[src/rtl/soc_cluster_boot_seq.sv]
// Cluster boot sequencer: holds all requested clusters in reset, releases them one by one with a
// fixed stagger, then enables instruction fetch. Status word mirrors the outputs for APB polling.
// Optional feature: define SOC_BOOT_SEQ_AUTOBOOT_EN to leave reset already in HOLD with all
// clusters selected, so the boot runs without a start pulse.
module soc_cluster_boot_seq #(
  parameter int unsigned N_CLUSTERS      = 4,
  parameter int unsigned DATA_WIDTH      = 32,
  parameter int unsigned RST_HOLD_CYCLES = 16,
  parameter int unsigned STAGGER_CYCLES  = 8
) (
  input  logic                  clk_i,
  input  logic                  rst_ni,
  input  logic                  start_i,
  input  logic                  stop_i,
  input  logic [N_CLUSTERS-1:0] cl_mask_i,
  output logic [N_CLUSTERS-1:0] cluster_rst_no,
  output logic [N_CLUSTERS-1:0] fetch_en_o,
  output logic                  busy_o,
  output logic                  done_o,
  output logic [DATA_WIDTH-1:0] status_o
);

  localparam int unsigned MaxCnt = (RST_HOLD_CYCLES > STAGGER_CYCLES) ? RST_HOLD_CYCLES
                                                                       : STAGGER_CYCLES;
  localparam int unsigned CntW   = $clog2(MaxCnt + 1);

  localparam logic [CntW-1:0] HoldLast = CntW'(RST_HOLD_CYCLES - 1);
  localparam logic [CntW-1:0] StagLast = CntW'(STAGGER_CYCLES - 1);
  localparam logic [CntW-1:0] CntMax   = CntW'(MaxCnt);

  typedef enum logic [1:0] {StIdle, StHold, StRelease, StRun} state_e;

`ifdef SOC_BOOT_SEQ_AUTOBOOT_EN
  localparam state_e                 ResetState = StHold;
  localparam logic [N_CLUSTERS-1:0]  ResetMask  = '1;
  localparam logic                   ResetBusy  = 1'b1;
`else
  localparam state_e                 ResetState = StIdle;
  localparam logic [N_CLUSTERS-1:0]  ResetMask  = '0;
  localparam logic                   ResetBusy  = 1'b0;
`endif

  if (2 * N_CLUSTERS + 2 > DATA_WIDTH) begin : gen_width_check
    $error("status_o too narrow for 2*N_CLUSTERS+2 bits");
  end
  if (RST_HOLD_CYCLES < 1 || STAGGER_CYCLES < 1) begin : gen_cycles_check
    $error("RST_HOLD_CYCLES and STAGGER_CYCLES must be >= 1");
  end

  state_e                state_q, state_d;
  logic [N_CLUSTERS-1:0] mask_q, mask_d;
  // Masked clusters not yet released; the lowest set bit is the next one to go.
  logic [N_CLUSTERS-1:0] pend_q, pend_d;
  logic [CntW-1:0]       cnt_q, cnt_d;
  logic [N_CLUSTERS-1:0] rel_bit;

  logic [N_CLUSTERS-1:0] rst_n_q, rst_n_d;
  logic [N_CLUSTERS-1:0] fetch_q, fetch_d;
  logic                  busy_q, busy_d;
  logic                  done_q, done_d;

  logic start_ok;
  assign start_ok = start_i && (cl_mask_i != '0);

  function automatic logic [N_CLUSTERS-1:0] lowest_bit(input logic [N_CLUSTERS-1:0] v);
    return v & (~v + N_CLUSTERS'(1));
  endfunction

  // State register and sequencing bookkeeping.
  always_ff @(posedge clk_i or negedge rst_ni) begin
    if (!rst_ni) begin
      state_q <= ResetState;
      mask_q  <= ResetMask;
      pend_q  <= '0;
      cnt_q   <= '0;
    end else begin
      state_q <= state_d;
      mask_q  <= mask_d;
      pend_q  <= pend_d;
      cnt_q   <= cnt_d;
    end
  end

  // Next-state logic; rel_bit flags the cluster whose reset is released on this edge.
  always_comb begin
    state_d = state_q;
    mask_d  = mask_q;
    pend_d  = pend_q;
    cnt_d   = (cnt_q == CntMax) ? cnt_q : cnt_q + CntW'(1);
    rel_bit = '0;
    if (stop_i) begin
      state_d = StIdle;
      pend_d  = '0;
      cnt_d   = '0;
    end else begin
      unique case (state_q)
        StIdle, StRun: begin
          if (start_ok) begin
            state_d = StHold;
            mask_d  = cl_mask_i;
            cnt_d   = '0;
          end
        end
        StHold: begin
          if (cnt_q == HoldLast) begin
            state_d = StRelease;
            rel_bit = lowest_bit(mask_q);
            pend_d  = mask_q & ~rel_bit;
            cnt_d   = '0;
          end
        end
        StRelease: begin
          if (pend_q == '0) begin
            state_d = StRun;
          end else if (cnt_q == StagLast) begin
            rel_bit = lowest_bit(pend_q);
            pend_d  = pend_q & ~rel_bit;
            cnt_d   = '0;
          end
        end
        default: state_d = StIdle;
      endcase
    end
  end

  // Next values of the registered outputs, derived from the state being entered.
  always_comb begin
    busy_d  = (state_d == StHold) || (state_d == StRelease);
    done_d  = (state_d == StRun);
    fetch_d = (state_d == StRun) ? mask_d : '0;
    rst_n_d = ((state_d == StIdle) || (state_d == StHold)) ? '0 : (rst_n_q | rel_bit);
  end

  // Output registers.
  always_ff @(posedge clk_i or negedge rst_ni) begin
    if (!rst_ni) begin
      rst_n_q <= '0;
      fetch_q <= '0;
      busy_q  <= ResetBusy;
      done_q  <= 1'b0;
    end else begin
      rst_n_q <= rst_n_d;
      fetch_q <= fetch_d;
      busy_q  <= busy_d;
      done_q  <= done_d;
    end
  end

  assign cluster_rst_no = rst_n_q;
  assign fetch_en_o     = fetch_q;
  assign busy_o         = busy_q;
  assign done_o         = done_q;

  // Status word packs flop outputs only, so it is glitch-free for the APB read path.
  always_comb begin
    status_o = '0;
    status_o[2*N_CLUSTERS+1:0] = {fetch_q, rst_n_q, done_q, busy_q};
  end

endmodule

[config.mk]
export PLATFORM = sky130hd
export DESIGN_NAME = soc_cluster_boot_seq
export DESIGN_NICKNAME = d
export VERILOG_FILES = /design/src/rtl/soc_cluster_boot_seq.sv
export SDC_FILE = /design/constraint.sdc
export NUM_CORES = 1
export LEC_CHECK = 0
export CORE_MARGIN = 10
export CORE_UTILIZATION = 41
export DETAILED_ROUTE_END_ITERATION = 10
export PLACE_DENSITY_LB_ADDON = 0.2
export SETUP_SLACK_MARGIN = 0.4
export SKIP_LAST_GASP = 1
export SYNTH_ARGS = -nofsm -noshare
export SYNTH_HDL_FRONTEND = slang
export SYNTH_SLANG_ARGS = --single-unit
[constraint.sdc]
create_clock -name clk_i -period 2.1 [get_ports clk_i]
set_clock_uncertainty 0.1 [all_clocks]
set_input_delay 0.315 -clock clk_i [delete_from_list [all_inputs] [get_ports clk_i]]
set_output_delay 0.315 -clock clk_i [all_outputs]
set_load 0.005 [all_outputs]
==> Flow_metrics.wiki <==
{| class="wikitable"
! Metric !! Value
|-
| Outcome || finished, violations left
|-
| Violated checks || negative setup slack
|-
| Hold buffer count at CTS || 0
|-
| Post-route fraction of the period consumed by the critical path || 1.007
|-
| Total leakage power || just under 0.9 nW
|-
| Cells on worst reg2reg path || 8
|-
| Post-synth ARST share || 1.000
|-
| Post-route setup slack || -0.01471 ns
|-
| Endpoint required time on the critical path || between 2 and 2.5 ns
|-
| Cell at the root of the clock tree || clkbuf_8
|-
| HPWL reported at the end of detailed placement || 2908 um
|-
| DRC violation count after routing || 0
|-
| Startpoint of the worst register-to-register path || cnt_q[1]$_DFF_PN0_
|-
| Pwr per Cell Area || roughly 500 nW/um2
|-
| I/O pin cnt || 50
|-
| Number of global-route vias before repair || approximately 1200
|-
| Fraction of the yosys area taken by sequential cells || 0.3957
|-
| WHS || between 0.2 and 0.3 ns
|-
| Initial antenna violation count || 0
|-
| Highest attainable clock frequency || 0.4729 GHz
|-
| Number of distinct library cell variants in the gate-level netlist after synthesis || 41
|-
| Die height || just over 80 um
|-
| Primary FF master, synth || dfrtp_1
|-
| Most instantiated cells after synthesis || 32 x buf_4, 24 x dfrtp_1, 10 x inv_1, 10 x nor2_1, 9 x ha_1
|-
| Most common cell in the synthesized netlist || buf_4
|-
| Clock transition at the register clock pins on the worst setup and hold paths after CTS || 0.09 ns
|-
| Netlist Area Pre-Place || around 1500 um2
|-
| Standard-cell rows || 22
|-
| Antenna cells || 0
|-
| Violation count after the first detailed-route iteration || 102
|-
| Overall via count from detail_route || 1178
|-
| Wirelength, routed || 3777 um
|-
| Final RePlAce weighted congestion || 0.9062
|-
| Post-synthesis cell type with the largest combined area || dfrtp_1
|-
| Setup CP Type || reg2reg
|-
| Fin nets || 212
|-
| Shortest clock period the worst path allows after layout || 2.115 ns
|-
| Number of clock sinks || 24
|-
| Number of detailed-route iterations in the first pass || 5
|-
| Pin count of the biggest net entering global routing || 25
|-
| Gate Count Post-Synth || ~160
|-
| Reg-to-reg critical path endpoint || cluster_rst_no[1]$_DFF_PN0_
|-
| Total setup violations reported at the end of the flow || 6
|-
| Setup repair after global routing missed its margin || true
|-
| Worst EP arrival || around 2.2 ns
|-
| DR vias/cell || 4.868
|-
| Area of the die || between 6000 and 7000 um2
|-
| Maximum fanout along the worst path || 4
|-
| Global route total overflow || 0
|-
| Worst IR drop on VDD || 0.3018 mV
|-
| Number of max-capacitance violations reported || 0
|-
| Drt wl/cell || around 16 um
|-
| Number of H-tree branching levels || 1
|-
| Horizontal die dimension || 80.84 um
|-
| Number of flip-flops and latches in the synthesized netlist || 24
|-
| Power after layout || 0.001030 W
|-
| CTS tree || built
|-
| Port bufs || 27
|-
| Count of flip-flops with a built-in enable after synthesis || 0
|-
| R2R setup slack || -0.01 ns
|-
| Layout cell share with drive strength beyond 1 || 0.2990
|-
| Most area-consuming cells after synthesis || dfrtp_1 40%, buf_4 16%, ha_1 7.4%
|-
| Clock Latency Late Sink || approximately 0.27 ns
|-
| Critical path capture point type || flop
|-
| Global-route wire length before repair || 5699 um
|-
| Syn Area/Cell || between 9 and 10 um2
|-
| Type of element launching the critical path || flop
|-
| Final Hold Fails || 0
|-
| Standard cell core area || ~3600 um2
|-
| Share of the synthesized area in the top cell type || 0.3957
|-
| Num CTS Buffers || 3
|-
| Hold crit path type || in2async
|-
| Warning count from the yosys run || 0
|-
| Max Buffers Root-to-Sink || 2
|-
| Tot GR Track Use || 0.1102
|-
| Remaining antenna violation count after routing || 0
|-
| Number of max-slew violations in the final report || 0
|-
| Initial Utilization || 0.4177
|-
| Synth-to-layout area growth || 34.95%
|}
## critical path, cell delays in order (launching register included)
cell,delay (ns)
dfrtp_1,0.37
ha_2,0.19
and3_4,0.20
ha_4,0.14
o22ai_2,0.08
a22o_1,0.20
or3_4,0.36
ha_2,0.22
nor3_1,0.18
## sequential cells by signal, summed over array words and instances (netlist names)
name,cells
busy_o,1
cluster_rst_no,4
cnt_q,5
done_o,1
fetch_en_o,4
mask_q,4
pend_q,3
state_q,2
## worst max-delay path by stage
stage / from / end / slack (ns) / cells after the start
floorplan: cnt_q[1]$_DFF_PN0_ / cluster_rst_no[2]$_DFF_PN0_ / 0.08 / 8
global placement: cl_mask_i[0] / fetch_en_o[2]$_DFF_PN0_ / -0.09 / 7
detailed placement: cl_mask_i[0] / fetch_en_o[1]$_DFF_PN0_ / -0.12 / 7
CTS: cnt_q[0]$_DFF_PN0_ / cluster_rst_no[2]$_DFF_PN0_ / 0.01 / 8
global route: cnt_q[0]$_DFF_PN0_ / cluster_rst_no[0]$_DFF_PN0_ / -0.09 / 8
finish: cnt_q[1]$_DFF_PN0_ / cluster_rst_no[1]$_DFF_PN0_ / -0.01 / 8
## area by class of cell
cell class | instances | area [um2]
sequential | 24 | 600.6
clock buffer | 4 | 55.05
timing repair buffer | 48 | 436.7
tap | 48 | 60.06
inverter | 10 | 37.54
multi-input combinational | 108 | 858.3
fill | 313 | 1585
## layer usage
layer,GRT usage,up-vias,share of wire,routed length [um]
li1,-,554,-,-
met1,0.1182,549,0.37,1409
met2,0.1943,62,0.50,1894
met3,0.02428,13,0.093,351
met4,0.06574,0,0.032,122
met5,0,-,0,0
## where the power goes
group | switching (W) | total (W) | leakage [nW] | internal, W
registers | 0.0000289 | 0.000515 | 0.323 | 0.000486
logic | 0.000103 | 0.000199 | 0.522 | 0.0000956
clock network | 0.000149 | 0.000316 | 0.0288 | 0.000168
total | 0.000281 | 0.00103 | 0.874 | 0.000749
## metrics by stage
stage / setup TNS, ns / utilization / instances / setup slack (ns) / area [um2]
2_1_floorplan: 0 / - / 176 / 0.08463 / 1647
6_report: -0.04850 / 0.5637 / 242 / -0.01471 / 2048
4_1_cts: 0 / 0.5444 / 238 / 0.01274 / 1978
3_5_place_dp: -0.7450 / 0.5065 / 232 / -0.1247 / 1841
3_3_place_gp: -0.5958 / 0.5065 / 232 / -0.09498 / 1841
5_1_grt: -0.7084 / 0.5637 / 242 / -0.09457 / 2048
## layout by cell type (no fill, tap or decap), drive strengths merged, types with 2 or more instances in the layout
cell type and n:
ha 9, nand2 7, and2 5, and3 2, mux2 5, nor2 11, xnor2 2, a21oi 6
dlymetal6s2s 2, a211oi 3, inv 10, nor3 7, a31oi 3, o21ai 3, buf 21, clkbuf 4
clkdlybuf4s50 25, dfrtp 24, or2 2, conb 22, o22ai 2
## cells by family after synthesis
kind of cell / synth area share
compound gates: 0.1055
buf+inv: 0.1888
fa+ha+maj: 0.07420
mux: 0.04369
other cells: 0.002471
simple gates: 0.1723
xor+xnor: 0.01732
flops: 0.3957
## timing repair
item                       4_1_cts  5_1_grt
gates resized for setup         10       10
pin swaps                        4        4
setup endpoints to repair       24       24
buffers inserted                 2        4
Power figures use the tool's default switching activity.
